==> src/rtl/digit_to_uart_tx_pkg.sv <==
// Shared definitions for the digit <-> UART transmit/receive path: FSM states,
// blank-digit code and byte ordering of the 16-bit digit word.
`default_nettype none

package digit_to_uart_tx_pkg;

  typedef enum logic [2:0] {
    ST_IDLE      = 3'd0,
    ST_LOAD      = 3'd1,
    ST_WAIT_ACK  = 3'd2,
    ST_WAIT_DONE = 3'd3,
    ST_GAP       = 3'd4
  } tx_state_e;

  localparam logic [3:0] BLANK_DIGIT = 4'hB;

  // Byte index 0 goes out first and carries the two most-significant digits.
  localparam logic BYTE_HI_IDX = 1'b0;
  localparam logic BYTE_LO_IDX = 1'b1;

  function automatic logic [7:0] select_byte(input logic [15:0] word, input logic idx);
    return (idx == BYTE_HI_IDX) ? word[15:8] : word[7:0];
  endfunction

endpackage

`default_nettype wire

==> src/rtl/digit_to_uart_tx_wait_counter.sv <==
// Saturating up-counter with synchronous clear and a terminal-count compare,
// shared between the inter-byte gap and the acknowledge timeout.
`default_nettype none

module tx_wait_counter #(
  parameter int CNT_W = 16
) (
  input  logic             clk,
  input  logic             reset,
  input  logic             clear_i,
  input  logic             enable_i,
  input  logic [CNT_W-1:0] terminal_i,
  output logic             at_terminal_o
);

  logic [CNT_W-1:0] count_q;

  always_ff @(posedge clk or negedge reset) begin
    if (!reset) begin
      count_q <= '0;
    end else if (clear_i) begin
      count_q <= '0;
    end else if (enable_i && (count_q != {CNT_W{1'b1}})) begin
      count_q <= count_q + 1'b1;
    end
  end

  assign at_terminal_o = (count_q == terminal_i);

endmodule

`default_nettype wire

==> src/rtl/digit_to_uart_tx.sv <==
// Snapshots four display digits on request and sends them to a UART transmitter
// as two bytes, most-significant digit pair first.
`default_nettype none

module digit_to_uart_tx
  import digit_to_uart_tx_pkg::*;
#(
  parameter int GAP_CYCLES  = 16,
  parameter int ACK_TIMEOUT = 1024,
  parameter int CNT_W       = 16
) (
  input  logic       clk,
  input  logic       reset,
  input  logic [3:0] digit0,
  input  logic [3:0] digit1,
  input  logic [3:0] digit2,
  input  logic [3:0] digit3,
  input  logic       send,
  input  logic       Tx_BUSY,
  output logic [7:0] Tx_DATA,
  output logic       Tx_WR,
  output logic       Tx_EN,
  output logic       busy,
  output logic       done,
  output logic       timeout
);

  localparam logic [CNT_W-1:0] GAP_TC = CNT_W'(GAP_CYCLES - 1);
  localparam logic [CNT_W-1:0] ACK_TC = CNT_W'(ACK_TIMEOUT - 1);

  tx_state_e   state_q, state_d;
  logic        idx_q, idx_d;
  logic [15:0] word_q, word_d;
  logic [7:0]  data_q, data_d;
  logic        wr_q, wr_d;
  logic        en_q, en_d;
  logic        busy_q, busy_d;
  logic        done_q, done_d;
  logic        tout_q, tout_d;
  logic        cnt_clr, cnt_en, cnt_tc;

  tx_wait_counter #(.CNT_W(CNT_W)) u_wait_counter (
    .clk          (clk),
    .reset        (reset),
    .clear_i      (cnt_clr),
    .enable_i     (cnt_en),
    .terminal_i   ((state_q == ST_GAP) ? GAP_TC : ACK_TC),
    .at_terminal_o(cnt_tc)
  );

  always_ff @(posedge clk or negedge reset) begin
    if (!reset) begin
      state_q <= ST_IDLE;
      idx_q   <= BYTE_HI_IDX;
      word_q  <= 16'hFFFF;
      data_q  <= 8'h00;
      wr_q    <= 1'b0;
      en_q    <= 1'b0;
      busy_q  <= 1'b0;
      done_q  <= 1'b0;
      tout_q  <= 1'b0;
    end else begin
      state_q <= state_d;
      idx_q   <= idx_d;
      word_q  <= word_d;
      data_q  <= data_d;
      wr_q    <= wr_d;
      en_q    <= en_d;
      busy_q  <= busy_d;
      done_q  <= done_d;
      tout_q  <= tout_d;
    end
  end

  always_comb begin
    state_d = state_q;
    idx_d   = idx_q;
    word_d  = word_q;
    data_d  = data_q;
    wr_d    = 1'b0;
    done_d  = 1'b0;
    tout_d  = 1'b0;
    cnt_clr = 1'b0;
    cnt_en  = 1'b0;

    unique case (state_q)
      ST_IDLE: begin
        // A request arriving while the transmitter is still busy is held off.
        if (send && !Tx_BUSY) begin
          word_d  = {digit3, digit2, digit1, digit0};
          idx_d   = BYTE_HI_IDX;
          state_d = ST_LOAD;
        end
      end
      ST_LOAD: begin
        data_d  = select_byte(word_q, idx_q);
        wr_d    = 1'b1;
        cnt_clr = 1'b1;
        state_d = ST_WAIT_ACK;
      end
      ST_WAIT_ACK: begin
        if (Tx_BUSY) begin
          state_d = ST_WAIT_DONE;
        end else if (cnt_tc) begin
          tout_d  = 1'b1;
          state_d = ST_IDLE;
        end else begin
          cnt_en = 1'b1;
        end
      end
      ST_WAIT_DONE: begin
        if (!Tx_BUSY) begin
          cnt_clr = 1'b1;
          state_d = ST_GAP;
        end
      end
      ST_GAP: begin
        if (cnt_tc) begin
          if (idx_q == BYTE_HI_IDX) begin
            idx_d   = BYTE_LO_IDX;
            state_d = ST_LOAD;
          end else begin
            done_d  = 1'b1;
            state_d = ST_IDLE;
          end
        end else begin
          cnt_en = 1'b1;
        end
      end
      default: state_d = ST_IDLE;
    endcase

    en_d   = (state_d != ST_IDLE);
    busy_d = (state_d != ST_IDLE);
  end

  assign Tx_DATA = data_q;
  assign Tx_WR   = wr_q;
  assign Tx_EN   = en_q;
  assign busy    = busy_q;
  assign done    = done_q;
  assign timeout = tout_q;

endmodule

`default_nettype wire
==> config.mk <==
export PLATFORM = sky130hd
export DESIGN_NAME = digit_to_uart_tx
export DESIGN_NICKNAME = d
export VERILOG_FILES = /design/src/rtl/digit_to_uart_tx_pkg.sv /design/src/rtl/digit_to_uart_tx_wait_counter.sv /design/src/rtl/digit_to_uart_tx.sv
export SDC_FILE = /design/constraint.sdc
export NUM_CORES = 1
export LEC_CHECK = 0
export ABC_CLOCK_PERIOD_IN_PS = 3500
export BUFFER_PORTS_ARGS = -buffer_cell sky130_fd_sc_hd__buf_2
export CAP_MARGIN = 20
export CORE_ASPECT_RATIO = 0.9
export CORE_UTILIZATION = 40
export CTS_CLUSTER_SIZE = 12
export DETAILED_ROUTE_END_ITERATION = 10
export PLACE_DENSITY = 0.6
export RECOVER_POWER = 25
export SETUP_SLACK_MARGIN = 0.4
export SKIP_CTS_REPAIR_TIMING = 1
export SYNTH_ARGS = -nofsm -noshare
export SYNTH_HDL_FRONTEND = slang
export SYNTH_HIERARCHICAL = 1
export SYNTH_SLANG_ARGS = --single-unit
export TNS_END_PERCENT = 30
==> constraint.sdc <==
create_clock -name clk -period 3.5 [get_ports clk]
set_input_delay 0.35 -clock clk [delete_from_list [all_inputs] [get_ports clk]]
set_output_delay 0.35 -clock clk [all_outputs]
set_load 0.03 [all_outputs]
==> results.rst, run 1 <==
.. list-table::
   :header-rows: 1

   * - Metric
     - Value
   * - Type of the setup path with the least slack
     - flip-flop to flip-flop
   * - Compound-gate portion of the synthesized area
     - 0.09741
   * - Vertical die dimension
     - 76.49 microns
   * - Total wire length after detailed routing
     - 4852 microns
   * - Post-DP HPWL
     - 3436 microns
   * - Cells taking the most area after synthesis
     - sky130_fd_sc_hd__dfrtp_1, sky130_fd_sc_hd__dfstp_2, sky130_fd_sc_hd__xnor2_1, sky130_fd_sc_hd__mux2_4, sky130_fd_sc_hd__mux2i_1
   * - Number of inserted filler cells in the final layout
     - 549
   * - Worst setup SP type
     - flip-flop
   * - Register clock-pin slew on the reported worst setup and hold paths
     - 100 ps
   * - GRT Util Overall
     - 0.1675
   * - Critical Path, Cell by Cell
     - nor2_4 -> nand2_2 -> xnor2_1 -> nand4_1 -> nor4_2 -> nor3_2 -> inv_1 -> or3_1 -> or4_1 -> a21oi_1
   * - Final worst clock skew
     - 7.024 ps
   * - Die X-Extent
     - 84.77 microns
   * - Pin count of the biggest net entering global routing
     - 39
   * - Data required time at the worst endpoint
     - 3730 ps
   * - Port buffer count
     - 32
   * - Status
     - finished, violations left
   * - Residual antenna-violating net count after detailed routing
     - 0
   * - Initial antenna violation count
     - 0
   * - FF-to-FF path depth
     - 10
   * - Post-synthesis share of cell area spent on full adders, half adders and majority gates
     - 0.005074
   * - Sequential area share after synthesis
     - 0.4952
   * - FP Rows
     - 26
   * - Area growth syn-to-layout
     - 15.68%
   * - RSZ-0062 raised after global routing
     - false
   * - Avg Inst Size Synth
     - 11.16 sq um
   * - Layout cells sized above 1
     - 0.3333
   * - Data arrival time at the worst-slack endpoint
     - 3150 ps
   * - Area of placed instances
     - 2710 sq um
   * - DRC viols
     - 2
   * - Xor/xnor share of the synthesized area
     - 0.06038
   * - Via-per-instance ratio
     - 5.293
   * - Vias after detailed routing
     - 1768
   * - TNS Setup
     - 0 ps
   * - Routed wire length per instance
     - 14.53 microns
   * - Final Cell Area
     - 2853 sq um
   * - Clock Sink Count
     - 48
   * - Worst-margin pin slew
     - 1973 ps
   * - Area share of the largest cell type after synthesis
     - 0.3247
   * - Post-synth design cell area
     - 2466 sq um
   * - CP max stage delay
     - 500 ps
   * - Source-to-sink clock delay at the later pin of the worst-skew pair
     - 310 ps
   * - Post-layout nets
     - 284
   * - Max cap viols
     - 1
   * - Endpoints failing hold
     - 0
   * - Final global-route overflow total
     - 0
   * - Level count of the clock H-tree
     - 2
   * - Clock tree buffer depth
     - 2
   * - Leakage power total
     - 1.188 nW
   * - Design Power
     - 0.002106 W
   * - Primary FF master, synth
     - sky130_fd_sc_hd__dfrtp_1
   * - Asr flop ratio synth
     - 1.000
   * - Shortest clock period the worst path allows after layout
     - 2915 ps
   * - Share of cell area taken by muxes after synthesis
     - 0.1344
   * - 1st-pass router iterations
     - 10
   * - Slowest-stage cell, CP
     - sky130_fd_sc_hd__or3_1
   * - Core area
     - 5823 sq um
   * - Power density relative to cell area
     - 738.3 nW/um^2
   * - Maximum ir drop on the vdd rail
     - 0.0003195 V
   * - Cell taking the most area after synthesis
     - sky130_fd_sc_hd__dfrtp_1
   * - Buffering stage count on the worst path with inverters included
     - 1
   * - Antenna cell count
     - 0
   * - Maximum frequency from static timing analysis
     - 343.1 MHz
   * - Violated checks
     - design-rule violations, max-capacitance violations, max-slew violations
   * - Total of endpoints with negative setup slack in the final report
     - 0
   * - Core Util, Final
     - 0.4899
   * - Inserted Clock Buffers
     - 5
   * - Top cell family by delay on the critical path
     - simple AND/OR/NAND/NOR gates
   * - Crit Path Max Fanout
     - 9
   * - Clk Tree Root Cell
     - sky130_fd_sc_hd__clkbuf_8
   * - Number of synthesized register bits
     - 48
   * - Number of global-route vias before repair
     - 1764
   * - Post-synth EDFFs
     - 0
   * - Cell count along the critical path
     - 10
   * - WHS Path Cells
     - 2
   * - Iteration-0 DRC count of the detailed router
     - 76
   * - Clock tree from TritonCTS
     - yes
   * - Max transition margin
     - -0.3150
   * - Slew Limit Fails
     - 39
   * - Worst setup slack after layout
     - 585.3 ps
   * - Element type at the critical path end
     - flip-flop
   * - Yosys warns
     - 6
   * - Count of cell types in the netlist
     - 47
   * - Kind of path behind the tightest hold check
     - primary input to flip-flop
   * - Gpl congestion
     - 0.7620
   * - Initial Utilization
     - 0.4235
   * - Worst slack after detailed placement
     - 229.6 ps
   * - Final period util
     - 0.8328
   * - Combinational family with the most area after synthesis
     - simple AND/OR/NAND/NOR gates
   * - Die area
     - 6484 sq um
   * - Boundary Pins
     - 33
   * - Simple-gate share of the synthesized area
     - 0.1710
   * - Global-route wire length before repair
     - 8611 microns
   * - Synth Instances
     - 221
-- path summary, 6_finish.rpt --
kind | start | endpoint | slack, ps
worst max-delay path | state_q[1]$_DFF_PN0_ | u_wait_counter/count_q[14]$_DFFE_PN0P_ | 590
worst min-delay path | digit0[2] | word_q[2]$_DFFE_PN1P_ | 260
worst max register to register | state_q[1]$_DFF_PN0_ | u_wait_counter/count_q[14]$_DFFE_PN0P_ | 590
worst min register to register | Tx_DATA[3]$_DFFE_PN0P_ | Tx_DATA[3]$_DFFE_PN0P_ | 530
max in group asynchronous | reset | idx_q$_DFFE_PN0P_ | 1780
min in group asynchronous | reset | u_wait_counter/count_q[2]$_DFFE_PN0P_ | 590
-- state kept, by name, summed over array words and instances, names as in the netlist --
register                cells
idx_q                       1
timeout                     1
busy                        1
state_q                     3
done                        1
Tx_DATA                     8
word_q                     16
Tx_WR                       1
u_wait_counter/count_q     16
-- cells by family (layout without fill, tap and decap cells) --
kind of cell / after synthesis / in the layout
buffers and inverters: 15 / 50
DFF: 48 / 48
and+or+nand+nor: 71 / 71
AOI/OAI and AO/OA: 39 / 39
adders and majority gates: 1 / 1
muxes: 28 / 28
xor gates and xnor gates: 17 / 17
other: 2 / 10
-- cells in the final DEF, fill, tap and decap left out, types with 2 or more instances in the layout --
cell,Yosys,layout
sky130_fd_sc_hd__or4_1,3,3
sky130_fd_sc_hd__mux2_2,9,9
sky130_fd_sc_hd__inv_1,3,3
sky130_fd_sc_hd__nand4_1,9,9
sky130_fd_sc_hd__clkbuf_8,0,5
sky130_fd_sc_hd__a31oi_1,3,3
sky130_fd_sc_hd__nor2_1,19,19
sky130_fd_sc_hd__nor3_1,4,3
sky130_fd_sc_hd__nand2_1,6,5
sky130_fd_sc_hd__and4_1,2,2
sky130_fd_sc_hd__dfrtp_1,32,32
sky130_fd_sc_hd__mux2_4,8,8
sky130_fd_sc_hd__buf_4,4,7
sky130_fd_sc_hd__mux2i_1,11,11
sky130_fd_sc_hd__o31ai_1,3,3
sky130_fd_sc_hd__buf_2,3,31
sky130_fd_sc_hd__nand3_1,6,6
sky130_fd_sc_hd__a21oi_1,18,18
sky130_fd_sc_hd__dfstp_2,16,16
sky130_fd_sc_hd__conb_1,2,10
sky130_fd_sc_hd__xnor2_1,16,16
sky130_fd_sc_hd__or3_1,7,7
sky130_fd_sc_hd__o21ai_0,7,7
sky130_fd_sc_hd__nand2b_1,2,2
-- per-layer routing --
layer  GRT usage  part of all wire  vias up
met5           0                 0        -
met4     0.06102             0.013        0
met3     0.03034             0.029        7
met2      0.2577              0.48       30
met1      0.2359              0.48      857
li1            -                 -      874
-- layout make-up --
class | instances | area, sq um | area share
Clock buffer | 5 | 68.82 | 0.02412
Multi-Input combinational cell | 166 | 1206 | 0.4228
Sequential cell | 48 | 1221 | 0.4281
Clock inverter | 3 | 46.29 | 0.01623
Tap cell | 70 | 87.58 | 0.03070
Inverter | 3 | 11.26 | 0.003947
Timing Repair Buffer | 39 | 211.5 | 0.07412
-- worst reg2reg max path, stage by stage, from the launching register on --
cell and delay (ps):
sky130_fd_sc_hd__dfrtp_1 480, sky130_fd_sc_hd__nor2_4 270, sky130_fd_sc_hd__nand2_2 190, sky130_fd_sc_hd__xnor2_1 170, sky130_fd_sc_hd__nand4_1 120, sky130_fd_sc_hd__nor4_2 90
sky130_fd_sc_hd__nor3_2 280, sky130_fd_sc_hd__inv_1 100, sky130_fd_sc_hd__or3_1 500, sky130_fd_sc_hd__or4_1 500, sky130_fd_sc_hd__a21oi_1 150
-- where the power goes --
| part | switching, W | internal [W] | leakage [nW] |
|---|---|---|---|
| registers | 0.000133 | 0.000801 | 0.583 |
| clock network | 0.000201 | 0.000215 | 0.0548 |
| logic | 0.000427 | 0.000329 | 0.550 |
-- cell usage after synthesis, types with 6 or more instances --
| cell | n |
|---|---|
| sky130_fd_sc_hd__dfstp_2 | 16 |
| sky130_fd_sc_hd__a21oi_1 | 18 |
| sky130_fd_sc_hd__or3_1 | 7 |
| sky130_fd_sc_hd__dfrtp_1 | 32 |
| sky130_fd_sc_hd__nor2_1 | 19 |
| sky130_fd_sc_hd__mux2_4 | 8 |
| sky130_fd_sc_hd__xnor2_1 | 16 |
| sky130_fd_sc_hd__mux2i_1 | 11 |
| sky130_fd_sc_hd__mux2_2 | 9 |
| sky130_fd_sc_hd__nand3_1 | 6 |
| sky130_fd_sc_hd__nand4_1 | 9 |
| sky130_fd_sc_hd__nand2_1 | 6 |
| sky130_fd_sc_hd__o21ai_0 | 7 |
-- per-stage QoR --
stage               hold slack, ps  instances
floorplan                    54.41        229
global placement             493.3        323
detailed placement           498.5        324
CTS                          163.4        332
global route                 258.0        334
finish                       263.3        334
Note: power is estimated with default switching activity, not from simulation.
==> run 2: changes to the inputs <==
--- a/config.mk
+++ b/config.mk
@@ -5,7 +5,7 @@
 export SDC_FILE = /design/constraint.sdc
 export NUM_CORES = 1
 export LEC_CHECK = 0
-export ABC_CLOCK_PERIOD_IN_PS = 3500
+export ABC_CLOCK_PERIOD_IN_PS = 2700
 export BUFFER_PORTS_ARGS = -buffer_cell sky130_fd_sc_hd__buf_2
 export CAP_MARGIN = 20
 export CORE_ASPECT_RATIO = 0.9
==> constraint.sdc (replaced) <==
create_clock -name clk -period 2.7 [get_ports clk]
set_input_delay 0.27 -clock clk [delete_from_list [all_inputs] [get_ports clk]]
set_output_delay 0.27 -clock clk [all_outputs]
set_load 0.03 [all_outputs]
==> results.rst, run 2 (synthesis results as in run 1) <==
.. list-table::
   :header-rows: 1

   * - Metric
     - Value
   * - Data arrival time at the worst-slack endpoint
     - 2580 ps
   * - CP max stage delay
     - 500 ps
   * - Residual antenna-violating net count after detailed routing
     - 0
   * - Level count of the clock H-tree
     - 2
   * - Violated checks
     - max-capacitance violations, max-slew violations
   * - Gpl congestion
     - 0.7616
   * - GRT Util Overall
     - 0.1641
   * - Routed wire length per instance
     - 13.81 microns
   * - Critical Path, Cell by Cell
     - nor2_4 -> nand2_4 -> xnor2_1 -> nand4_1 -> nor4_2 -> nor3_2 -> buf_4 -> o41ai_2 -> buf_4 -> or4_1 -> a21oi_1
   * - Maximum ir drop on the vdd rail
     - 0.0004510 V
   * - Final global-route overflow total
     - 0
   * - 1st-pass router iterations
     - 6
   * - Clock tree from TritonCTS
     - yes
   * - Capture point of the worst reg-to-reg path
     - u_wait_counter/count_q[9]$_DFFE_PN0P_
   * - Fraction of power consumed by combinational cells
     - 0.413
   * - Type of the setup path with the least slack
     - flip-flop to flip-flop
   * - Launch point of the critical path
     - state_q[1]$_DFF_PN0_
   * - Initial antenna violation count
     - 0
   * - Slew Limit Fails
     - 29
   * - WHS Path Cells
     - 2
   * - Core area
     - 5823 sq um
   * - Global-route wire length before repair
     - 8293 microns
   * - Port buffer count
     - 32
   * - Number of global-route vias before repair
     - 1719
   * - Via-per-instance ratio
     - 5.196
   * - Clock tree buffer depth
     - 2
   * - Clk Tree Root Cell
     - sky130_fd_sc_hd__clkbuf_8
   * - Power density relative to cell area
     - 939.0 nW/um^2
   * - Slowest-stage cell, CP
     - sky130_fd_sc_hd__or4_1
   * - Max transition margin
     - -0.01481
   * - Startpoint of the lowest-slack register-to-register path
     - state_q[1]$_DFF_PN0_
   * - Sequential share of power
     - 0.425
   * - Crit Path Max Fanout
     - 12
   * - Clock Sink Count
     - 48
   * - Data required time at the worst endpoint
     - 2930 ps
   * - Commonest cells after routing, fill and taps aside
     - sky130_fd_sc_hd__dfrtp_1, sky130_fd_sc_hd__buf_2, sky130_fd_sc_hd__buf_4
   * - Post-DP HPWL
     - 3390 microns
   * - Total of endpoints with negative setup slack in the final report
     - 0
   * - Leakage power total
     - 1.279 nW
   * - Minimum setup slack among reg-to-reg paths
     - 350 ps
   * - Boundary Pins
     - 33
   * - Startpoint of the most critical hold path
     - send
   * - Switching share of total power
     - 0.3601
   * - Total wire length after detailed routing
     - 4862 microns
   * - Endpoints failing hold
     - 0
   * - Layout Cells excl Fill
     - 352
   * - FP Rows
     - 26
   * - Pin count of the biggest net entering global routing
     - 29
   * - Sw power
     - 0.001009 W
   * - Die X-Extent
     - 84.77 microns
   * - Layout cells sized above 1
     - 0.3865
   * - Source-to-sink clock delay at the later pin of the worst-skew pair
     - 300 ps
   * - Antenna cell count
     - 0
   * - Iteration-0 DRC count of the detailed router
     - 67
   * - Final period util
     - 0.8717
   * - Element type at the critical path end
     - flip-flop
   * - Worst setup SP type
     - flip-flop
   * - Initial Utilization
     - 0.4235
   * - Vertical die dimension
     - 76.49 microns
   * - Register clock-pin slew on the reported worst setup and hold paths
     - 90 ps
   * - Final worst clock skew
     - 7.091 ps
   * - DRC viols
     - 0
   * - Max cap viols
     - 1
   * - Total instance count after detailed placement
     - 330
   * - Maximum frequency from static timing analysis
     - 424.9 MHz
   * - Status
     - finished, violations left
   * - RSZ-0062 raised after global routing
     - true
   * - Shortest clock period the worst path allows after layout
     - 2354 ps
   * - Most common cell type on the critical path
     - sky130_fd_sc_hd__buf_4
   * - FF-to-FF path depth
     - 11
   * - Die area
     - 6484 sq um
   * - Worst-margin pin slew
     - 1522 ps
   * - Post-layout nets
     - 302
   * - Inserted Clock Buffers
     - 5
   * - Area growth syn-to-layout
     - 21.00%
   * - TNS Setup
     - 0 ps
   * - Worst Hold End
     - idx_q$_DFFE_PN0P_
   * - Kind of path behind the tightest hold check
     - primary input to flip-flop
   * - Vias after detailed routing
     - 1829
   * - Design internal power
     - 0.001793 W
   * - Clock Power Share
     - 0.162
-- run 2: worst max-delay path: cells and delay by family (launching register included) --
| kind | cells | cell delay (ps) |
|---|---|---|
| buffers and inverters | 2 | 350 |
| AND/OR/NAND/NOR | 6 | 1120 |
| flip-flops | 1 | 440 |
| AO/OA/AOI/OAI | 2 | 210 |
| XOR/XNOR | 1 | 140 |
-- run 2: worst max-delay path by stage --
stage	to	slack (ps)	cells past startpoint
6_report	u_wait_counter/count_q[9]$_DFFE_PN0P_	350	11
5_1_grt	u_wait_counter/count_q[9]$_DFFE_PN0P_	210	11
4_1_cts	u_wait_counter/count_q[14]$_DFFE_PN0P_	120	10
3_5_place_dp	u_wait_counter/count_q[14]$_DFFE_PN0P_	150	10
3_3_place_gp	u_wait_counter/count_q[14]$_DFFE_PN0P_	200	10
2_1_floorplan	u_wait_counter/count_q[14]$_DFFE_PN0P_	180	11
-- run 2: per-layer routing --
layer / up-vias / part of all wire / global-route usage
met4: 0 / 0.019 / 0.07119
met3: 7 / 0.019 / 0.02925
li1: 920 / - / -
met5: - / 0 / 0
met1: 877 / 0.52 / 0.2337
met2: 25 / 0.45 / 0.2447
-- run 2: cell type report --
cell class                      instances  area, sq um
Fill cell                             534         2839
Tap cell                               70        87.58
Timing Repair Buffer                   57        342.8
Clock buffer                            6        82.58
Sequential cell                        48         1222
Inverter                                3        11.26
Clock inverter                          2        13.76
Multi-Input combinational cell        166         1224
-- run 2: through the flow --
| step | setup WS [ps] | hold slack [ps] | area, sq um | util | power, W |
|---|---|---|---|---|---|
| global route | 211.5 | 174.7 | 2984 | 0.5125 | 0.002998 |
| global placement | 198.7 | 331.9 | 2775 | 0.4766 | 0.002210 |
| detailed placement | 145.6 | 330.1 | 2775 | 0.4766 | 0.002233 |
| floorplan | 179.4 | -25.59 | 2524 | - | 0.001957 |
| CTS | 115.9 | -3.301 | 2872 | 0.4931 | 0.002696 |
| finish | 346.3 | 187.4 | 2984 | 0.5125 | 0.002802 |
-- run 2: power by group through the flow --
stage                     registers, W  clock network [W]  logic (W)
after floorplan                0.00133                  0   0.000628
after global placement         0.00120                  0    0.00101
after detailed placement       0.00121                  0    0.00102
after CTS                      0.00120           0.000470    0.00103
after global routing           0.00123           0.000496    0.00127
final                          0.00119           0.000455    0.00116
